$ cat src/rtl/fetch_pkg.sv
// Shared fetch-stage types and helpers: FSM states, the bubble encoding and
// the fetch address legality check.
package fetch_pkg;

    typedef enum logic [1:0] {BOOT, RUN, FAULT} fetch_state_t;

    localparam logic [31:0] NOP_INSTR = 32'h0000_0013;
    localparam int          PC_INCR   = 4;

    // An address is bad when it is not word aligned or lies past the last word.
    function automatic logic addr_is_bad(input logic [63:0] addr, input logic [63:0] mem_size);
        return (addr[1:0] != 2'b00) || (addr >= (mem_size << 2));
    endfunction

endpackage

$ cat src/rtl/if_id_register.sv
// Generic valid/instr/pc/pc_plus4 stage register. Flush beats load, and the
// pc fields keep their last values while the entry is empty.
module if_id_register #(
    parameter int                    DATA_WIDTH    = 32,
    parameter int                    ADDRESS_WIDTH = 32,
    parameter logic [DATA_WIDTH-1:0] NOP_INSTR     = 32'h0000_0013
) (
    input  logic                     clk,
    input  logic                     rst_n,
    input  logic                     load,
    input  logic                     flush,
    input  logic [DATA_WIDTH-1:0]    instr_in,
    input  logic [ADDRESS_WIDTH-1:0] pc_in,
    input  logic [ADDRESS_WIDTH-1:0] pc_plus4_in,
    output logic                     valid,
    output logic [DATA_WIDTH-1:0]    instr,
    output logic [ADDRESS_WIDTH-1:0] pc,
    output logic [ADDRESS_WIDTH-1:0] pc_plus4
);

    always_ff @(posedge clk or negedge rst_n) begin
        if (!rst_n) begin
            valid    <= 1'b0;
            instr    <= NOP_INSTR;
            pc       <= '0;
            pc_plus4 <= '0;
        end else if (flush) begin
            valid <= 1'b0;
            instr <= NOP_INSTR;
        end else if (load) begin
            valid    <= 1'b1;
            instr    <= instr_in;
            pc       <= pc_in;
            pc_plus4 <= pc_plus4_in;
        end
    end

endmodule

$ cat src/rtl/instruction_fetch_unit.sv
// Fetch stage: owns the PC, reads instruction memory combinationally and
// hands instructions to decode through the IF/ID register.
module instruction_fetch_unit #(
    parameter int                       DATA_WIDTH    = 32,
    parameter int                       ADDRESS_WIDTH = 32,
    parameter int                       MEM_SIZE      = 256,
    parameter logic [ADDRESS_WIDTH-1:0] RESET_VECTOR  = '0,
    parameter logic [DATA_WIDTH-1:0]    NOP_INSTR     = fetch_pkg::NOP_INSTR
) (
    input  logic                     clk,
    input  logic                     rst_n,
    output logic [ADDRESS_WIDTH-1:0] imem_address,
    input  logic [DATA_WIDTH-1:0]    imem_instruction,
    input  logic                     redirect_valid,
    input  logic [ADDRESS_WIDTH-1:0] redirect_target,
    input  logic                     id_ready,
    output logic                     if_id_valid,
    output logic [DATA_WIDTH-1:0]    if_id_instr,
    output logic [ADDRESS_WIDTH-1:0] if_id_pc,
    output logic [ADDRESS_WIDTH-1:0] if_id_pc_plus4,
    output logic                     fetch_fault,
    output logic [ADDRESS_WIDTH-1:0] fault_addr,
    output logic [31:0]              stall_count
);
    import fetch_pkg::*;

    fetch_state_t             state, state_n;
    logic [ADDRESS_WIDTH-1:0] pc, pc_n, pc_inc, fault_addr_n;
    logic                     pc_bad, tgt_bad;
    logic                     load, flush, stall_inc;

    assign pc_inc       = pc + ADDRESS_WIDTH'(PC_INCR);
    assign pc_bad       = addr_is_bad(64'(pc), 64'(MEM_SIZE));
    assign tgt_bad      = addr_is_bad(64'(redirect_target), 64'(MEM_SIZE));
    assign imem_address = pc;
    assign fetch_fault  = (state == FAULT);

    always_comb begin
        state_n      = state;
        pc_n         = pc;
        fault_addr_n = fault_addr;
        load         = 1'b0;
        flush        = 1'b0;
        stall_inc    = 1'b0;
        case (state)
            BOOT: begin
                if (pc_bad) begin
                    state_n      = FAULT;
                    fault_addr_n = pc;
                end else begin
                    state_n = RUN;
                end
            end
            RUN: begin
                if (redirect_valid) begin
                    flush = 1'b1;
                    if (tgt_bad) begin
                        state_n      = FAULT;
                        fault_addr_n = redirect_target;
                    end else begin
                        pc_n = redirect_target;
                    end
                end else if (pc_bad) begin
                    state_n      = FAULT;
                    fault_addr_n = pc;
                    flush        = 1'b1;
                end else if (!if_id_valid || id_ready) begin
                    load = 1'b1;
                    pc_n = pc_inc;
                end else begin
                    stall_inc = 1'b1;
                end
            end
            FAULT: ;
            default: state_n = FAULT;
        endcase
    end

    always_ff @(posedge clk or negedge rst_n) begin
        if (!rst_n) begin
            state       <= BOOT;
            pc          <= RESET_VECTOR;
            fault_addr  <= '0;
            stall_count <= '0;
        end else begin
            state      <= state_n;
            pc         <= pc_n;
            fault_addr <= fault_addr_n;
            // Saturate rather than wrap so long stalls never read as short ones.
            if (stall_inc && stall_count != 32'hFFFF_FFFF)
                stall_count <= stall_count + 32'd1;
        end
    end

    if_id_register #(
        .DATA_WIDTH   (DATA_WIDTH),
        .ADDRESS_WIDTH(ADDRESS_WIDTH),
        .NOP_INSTR    (NOP_INSTR)
    ) u_if_id (
        .clk        (clk),
        .rst_n      (rst_n),
        .load       (load),
        .flush      (flush),
        .instr_in   (imem_instruction),
        .pc_in      (pc),
        .pc_plus4_in(pc_inc),
        .valid      (if_id_valid),
        .instr      (if_id_instr),
        .pc         (if_id_pc),
        .pc_plus4   (if_id_pc_plus4)
    );

endmodule

$ cat config.mk
export PLATFORM = sky130hd
export DESIGN_NAME = instruction_fetch_unit
export DESIGN_NICKNAME = d
export VERILOG_FILES = /design/src/rtl/fetch_pkg.sv /design/src/rtl/if_id_register.sv /design/src/rtl/instruction_fetch_unit.sv
export SDC_FILE = /design/constraint.sdc
export NUM_CORES = 1
export LEC_CHECK = 0
export CAP_MARGIN = 20
export CELL_PAD_IN_SITES_DETAIL_PLACEMENT = 1
export CELL_PAD_IN_SITES_GLOBAL_PLACEMENT = 1
export CORE_ASPECT_RATIO = 2
export CORE_MARGIN = 2
export CORE_UTILIZATION = 38
export CTS_CLUSTER_DIAMETER = 120
export DETAILED_ROUTE_END_ITERATION = 8
export PLACE_DENSITY_LB_ADDON = 0.12
export SYNTH_ARGS = -nofsm -noshare
export SYNTH_HDL_FRONTEND = slang
export SYNTH_SLANG_ARGS = --single-unit
$ cat constraint.sdc
create_clock -name clk -period 3.9 [get_ports clk]
set_input_delay 0.585 -clock clk [delete_from_list [all_inputs] [get_ports clk]]
set_output_delay 0.585 -clock clk [all_outputs]
set_load 0.005 [all_outputs]
==> impl_metrics.env, run 1 <==
export IMPL_die_h_um=206
export IMPL_cts_resized=0
export IMPL_vdd_ir_drop_worst_v=0.000233
export IMPL_multi_input_area_um2=2650
export IMPL_postPlaceCellArea_um2=10600
export IMPL_cts_tree="yes"
export IMPL_gr_total_overflow=0
export IMPL_synthFlopType="dfrtp_1"
export IMPL_io_pins=262
export IMPL_netlist_top_cells_area="dfrtp_1 (62%), a22o_1 (4.2%), and2_1 (4.0%)"
export IMPL_antenna_found_initial=0
export IMPL_ys_seq_area_share_pct=62.6
export IMPL_portBuffers=261
export IMPL_holdWs_ns=0.138
export IMPL_grt_total_usage_pct=23.6
export IMPL_routed_wl_um=24600
export IMPL_p_leak_nw=4.94
export IMPL_cts_buffer_depth=2
export IMPL_power_density_nw_per_um2=485
export IMPL_core_um2=19900
export IMPL_place_congestion=0.808
export IMPL_final_area_um2=11100
export IMPL_wire_per_inst_um=21.1
export IMPL_min_period_ns=3.12
export IMPL_setup_tns_ns=0
export IMPL_setup_viol=0
export IMPL_final_cell_mix="clkdlybuf4s50_1 (260), dfrtp_1 (190), and2_1 (49), nand2_1 (48), a22o_1 (37)"
export IMPL_regArea_um2=4830
export IMPL_cts_buffers=17
export IMPL_ctsHoldBuffers=0
export IMPL_clockRootBuffer="clkbuf_16"
export IMPL_final_common_cell="clkdlybuf4s50_1"
export IMPL_dr_pass1_iters=5
export IMPL_clk_latency_ns=0.44
export IMPL_grt_max_degree=84
export IMPL_grt_pass1_vias=6793
export IMPL_finalMaxSlewViolations=0
export IMPL_tightest_slew_ns=0.788
export IMPL_finalCritPeriodShare_pct=80.0
export IMPL_die_w_um=105
export IMPL_drc=0
export IMPL_fin_cells=1162
export IMPL_synth_avg_cell_area_um2=12.1
export IMPL_yosys_area_top_type_share_pct=61.6
export IMPL_dieArea_um2=21500
export IMPL_drive_above_1_share_pct=6.22
export IMPL_rrSetupSlack_ns=0.78
export IMPL_cp_start_kind="flop"
export IMPL_r2r_start="imem_address[30]"
export IMPL_htreeDepth=4
export IMPL_maxSlewHeadroom_pct=46.9
export IMPL_synth_edf_count=0
export IMPL_netlist_area_um2=7720
export IMPL_start_util_pct=38.8
export IMPL_post_cts_buffers=0
export IMPL_dp_cells=1130
export IMPL_num_vias=6120
export IMPL_cts_sinks=193
export IMPL_clkSlewWorstSetupHoldPaths_ns=0.07
export IMPL_insertedDiodeCount=0
export IMPL_cp_arrival_ns=3.49
export IMPL_hold_path_class="in -> async"
export IMPL_clock_skew_ns=0.0115
export IMPL_rsz0062_at_grt="no"
export IMPL_ant_nets=0
export IMPL_reg2regPathDepth=7
export IMPL_status="complete, no violations"
export IMPL_syn_to_final_growth_pct=44.3
export IMPL_syn_num_nets=711
export IMPL_crit_type="reg -> reg"
export IMPL_post_dp_hpwl_um=17900
export IMPL_cp_required_ns=4.26
export IMPL_drv_cap=0
export IMPL_synthArstFlopShare_pct=100
export IMPL_cp_max_fo=21
export IMPL_end_kind="flop"
export IMPL_synth_seq_cells=193
export IMPL_power_mw=5.40
export IMPL_synth_cell_types=41
export IMPL_synth_top_cell_by_area="dfrtp_1"
export IMPL_placementRows=73
export IMPL_drtIter0Drc=225
export IMPL_nFillCells=2156
export IMPL_finalHoldViolCount=0
export IMPL_synthesis_instances=640
export IMPL_synth_warnings=0
export IMPL_grt_pass1_wl_um=39300
export IMPL_max_clock_freq_mhz=320
export IMPL_rr_endpoint="fault_addr[31]"
export IMPL_vias_per_cell=5.27
export IMPL_fin_nets=958
sequential cells by signal, summed over array words and instances (netlist names):
name	count
fault_addr	32
imem_address	32
stall_count	32
state	2
u_if_id.instr	32
u_if_id.pc	30
u_if_id.pc_plus4	32
u_if_id.valid	1
layer usage:
| layer | vias to the layer above | track usage [%] | wire (µm) |
|---|---|---|---|
| met5 | - | 0 | 0 |
| met4 | 0 | 9.62 | 855 |
| met3 | 47 | 5.76 | 1240 |
| met2 | 207 | 43.9 | 13500 |
| met1 | 3107 | 25.2 | 8940 |
| li1 | 2759 | - | - |
worst max path at each step:
| stage | startpoint | end | cells after the start |
|---|---|---|---|
| after CTS | imem_address[30] | fault_addr[31] | 7 |
| after detailed placement | redirect_target[30] | fault_addr[3] | 8 |
| after floorplan | redirect_target[17] | fault_addr[24] | 8 |
| final | imem_address[30] | fault_addr[31] | 7 |
| after global placement | redirect_target[30] | fault_addr[1] | 8 |
| after global routing | imem_address[30] | fault_addr[16] | 7 |
final cells by class:
type,instances,share of cell area [%]
Multi-Input combinational cell,396,23.8
Tap cell,262,2.94
Clock buffer,22,4.17
Clock inverter,10,0.910
Inverter,6,0.202
Timing Repair Buffer,273,24.6
Sequential cell,193,43.4
power breakdown:
| part | internal, mW | switching, mW | total (mW) |
|---|---|---|---|
| Sequential | 2.30 | 0.228 | 2.53 |
| Clock | 0.922 | 0.770 | 1.69 |
| Combinational | 0.771 | 0.410 | 1.18 |
| Total | 3.99 | 1.41 | 5.40 |
critical path, stage by stage, from the launching register on:
cell       delay (ns)
dfrtp_1          0.44
nor4_1           0.71
nand4_1          0.32
or2_4            0.35
nand2_1          0.59
buf_4            0.31
o22ai_1          0.14
a2bb2oi_1        0.18
cells by family after synthesis:
kind of cell | Yosys count | synth area share, %
compound gates | 134 | 13.0
xor+xnor | 37 | 4.20
fa+ha+maj | 3 | 0.486
buf+inv | 51 | 3.27
flops | 193 | 62.6
mux | 5 | 0.697
simple gates | 217 | 15.7
through the flow:
stage,utilization [%],worst slack (ns)
floorplan,-,1.82
global placement,53.0,0.790
detailed placement,53.1,0.650
CTS,55.9,0.763
global route,55.9,0.750
finish,55.9,0.779
Yosys cell counts (all sizes together), types with 4 or more instances:
master / instances
clkbuf: 25
o21ai: 17
dfrtp: 190
a2bb2oi: 29
a31oi: 4
nor4: 14
xor2: 9
and4: 5
o31ai: 4
inv: 6
buf: 20
and2: 49
nor2b: 26
nor2: 14
nand3: 20
nor3: 5
nand4: 16
nand2: 48
xnor2: 28
and3: 11
nand2b: 5
a22o: 37
a21oi: 4
o22ai: 30
Note: power is estimated with default switching activity, not from simulation.
==> run 2: changes to the inputs <==
CORE_UTILIZATION = 35   (was 38)
clock period = 2.92 ns   (was 3.9 ns; I/O delays follow)
==> run 2 against run 1 <==
  * Final cell count is 1.8% higher
  * Via count grew 0.20%
  * Flip-flop and latch count did not move
  * Non-clock buffer count rose by 10
  * Largest power group unchanged
  * Critical path depth grew 1
  * Clock skew up 0.0020 ns
  * Sequential share of layout area decreased by 0.45 points
==> impl_metrics.env, run 2 (same netlist as run 1, synthesis figures left out) <==
export IMPL_status="complete, no violations"
export IMPL_post_cts_buffers=0
export IMPL_setup_tns_ns=0
export IMPL_ctsHoldBuffers=0
export IMPL_num_vias=6132
export IMPL_vias_per_cell=5.18
export IMPL_cts_buffers=17
export IMPL_dp_cells=1151
export IMPL_placementRows=76
export IMPL_tightest_slew_ns=0.792
export IMPL_fin_cells=1183
export IMPL_ant_nets=0
export IMPL_cts_resized=0
export IMPL_postPlaceCellArea_um2=10700
export IMPL_syn_to_final_growth_pct=45.8
export IMPL_finalCritPeriodShare_pct=87.3
export IMPL_cp_required_ns=3.24
export IMPL_insertedDiodeCount=0
export IMPL_rsz0062_at_grt="no"
export IMPL_fin_nets=968
export IMPL_drtIter0Drc=264
export IMPL_die_h_um=214
export IMPL_final_area_um2=11300
export IMPL_portBuffers=261
export IMPL_max_clock_freq_mhz=392
export IMPL_cp_arrival_ns=2.87
export IMPL_wire_per_inst_um=20.0
export IMPL_clkSlewWorstSetupHoldPaths_ns=0.08
export IMPL_finalMaxSlewViolations=0
export IMPL_finalHoldViolCount=0
export IMPL_core_um2=21600
export IMPL_post_dp_hpwl_um=17800
export IMPL_power_density_nw_per_um2=641
export IMPL_place_congestion=0.842
export IMPL_routed_wl_um=23700
export IMPL_io_pins=262
export IMPL_cts_tree="yes"
export IMPL_drc=0
export IMPL_dp_worst_setup_slack_ns=-0.106
export IMPL_clk_latency_ns=0.44
export IMPL_cp_start_kind="input pin"
export IMPL_drv_cap=0
export IMPL_holdWs_ns=0.00477
export IMPL_clock_skew_ns=0.0135
export IMPL_p_leak_nw=5.01
export IMPL_seq_power_share_pct=46.6
export IMPL_dr_pass1_iters=4
export IMPL_p_int_mw=5.33
export IMPL_grt_pass1_wl_um=37500
export IMPL_setup_viol=0
export IMPL_fin_ws_ns=0.371
export IMPL_grt_total_usage_pct=21.0
export IMPL_start_util_pct=35.8
export IMPL_grt_max_degree=83
export IMPL_clockPowerShare_pct=31.4
export IMPL_die_w_um=109
export IMPL_crit_path_max_incr_delay_ns=0.71
export IMPL_cp_max_fo=31
export IMPL_min_period_ns=2.55
export IMPL_p_sw_mw=1.89
export IMPL_cts_buffer_depth=2
export IMPL_final_util_pct=52.2
export IMPL_cp_cell_sequence="clkdlybuf4s50_1 > nor4_1 > nand4_1 > nor3_1 > o21a_1 > buf_12 > o21ai_0 > a22o_1"
export IMPL_slowest_stage="nor4_1"
export IMPL_switching_share_pct=26.2
export IMPL_crit_type="in -> reg"
export IMPL_grt_pass1_vias=6714
export IMPL_htreeDepth=4
export IMPL_maxSlewHeadroom_pct=46.7
export IMPL_gr_total_overflow=0
export IMPL_power_mw=7.22
export IMPL_end_kind="flop"
export IMPL_final_common_cell="clkdlybuf4s50_1"
export IMPL_final_cell_mix="clkdlybuf4s50_1 (260), dfrtp_1 (190), and2_1 (49), nand2_1 (48), a22o_1 (37)"
export IMPL_cts_sinks=193
export IMPL_dieArea_um2=23300
export IMPL_clockRootBuffer="clkbuf_16"
export IMPL_antenna_found_initial=0
export IMPL_power_frac_comb_pct=22.0
export IMPL_drive_above_1_share_pct=7.47
export IMPL_hold_path_class="in -> async"
export IMPL_vdd_ir_drop_worst_v=0.000373
[run 2: cell count changes in the layout (fill, tap and decap cells not counted), moves of 2 or more]
cell / before / now
clkbuf_1: 3 / 1
buf_12: 1 / 4
buf_4: 10 / 17
inv_8: 0 / 2
clkinv_2: 1 / 3
[run 2: power by group through the flow]
stage / sequential [mW] / clock, mW / combinational, mW
6_report: 3.36 / 2.27 / 1.58
5_1_grt: 3.42 / 2.44 / 1.70
4_1_cts: 3.37 / 2.33 / 1.61
3_5_place_dp: 3.40 / 0 / 1.60
3_3_place_gp: 3.39 / 0 / 1.56
2_1_floorplan: 3.37 / 0 / 0.462
[run 2: worst max-delay path, delay by kind of cell]
family | cells | cell delay (ns)
and+or+nand+nor | 3 | 1.24
buffers and inverters | 2 | 0.61
AOI/OAI and AO/OA | 3 | 0.57
[run 2: final timing paths]
path                                          start                end  slack [ns]  cells after the start
max in group asynchronous                     rst_n   imem_address[24]        2.16                      2
worst max register to register     imem_address[29]     fault_addr[30]        0.43                      8
worst max-delay path            redirect_target[30]    imem_address[7]        0.37                      8
worst min-delay path                          rst_n  u_if_id.instr[28]       0.005                      1
min in group clk                      u_if_id.pc[6]      u_if_id.pc[6]        0.48                      2
worst min register to register        u_if_id.pc[6]      u_if_id.pc[6]        0.48                      2
[run 2: routing by layer]
layer / vias up / share of wire [%] / track usage (%)
met4: 0 / 2.8 / 8.59
met1: 3105 / 37 / 22.8
met5: - / 0 / 0
li1: 2790 / - / -
met2: 200 / 54 / 38.0
met3: 37 / 5.5 / 4.80
[run 2: layout make-up]
class                      count  area (µm²)
fill                        2291       10300
inverter                       6        22.5
clock buffer                  19         443
timing repair buffer         283        2840
clock inverter                13         126
tap                          273         342
sequential                   193        4830
multi-input combinational    396        2650
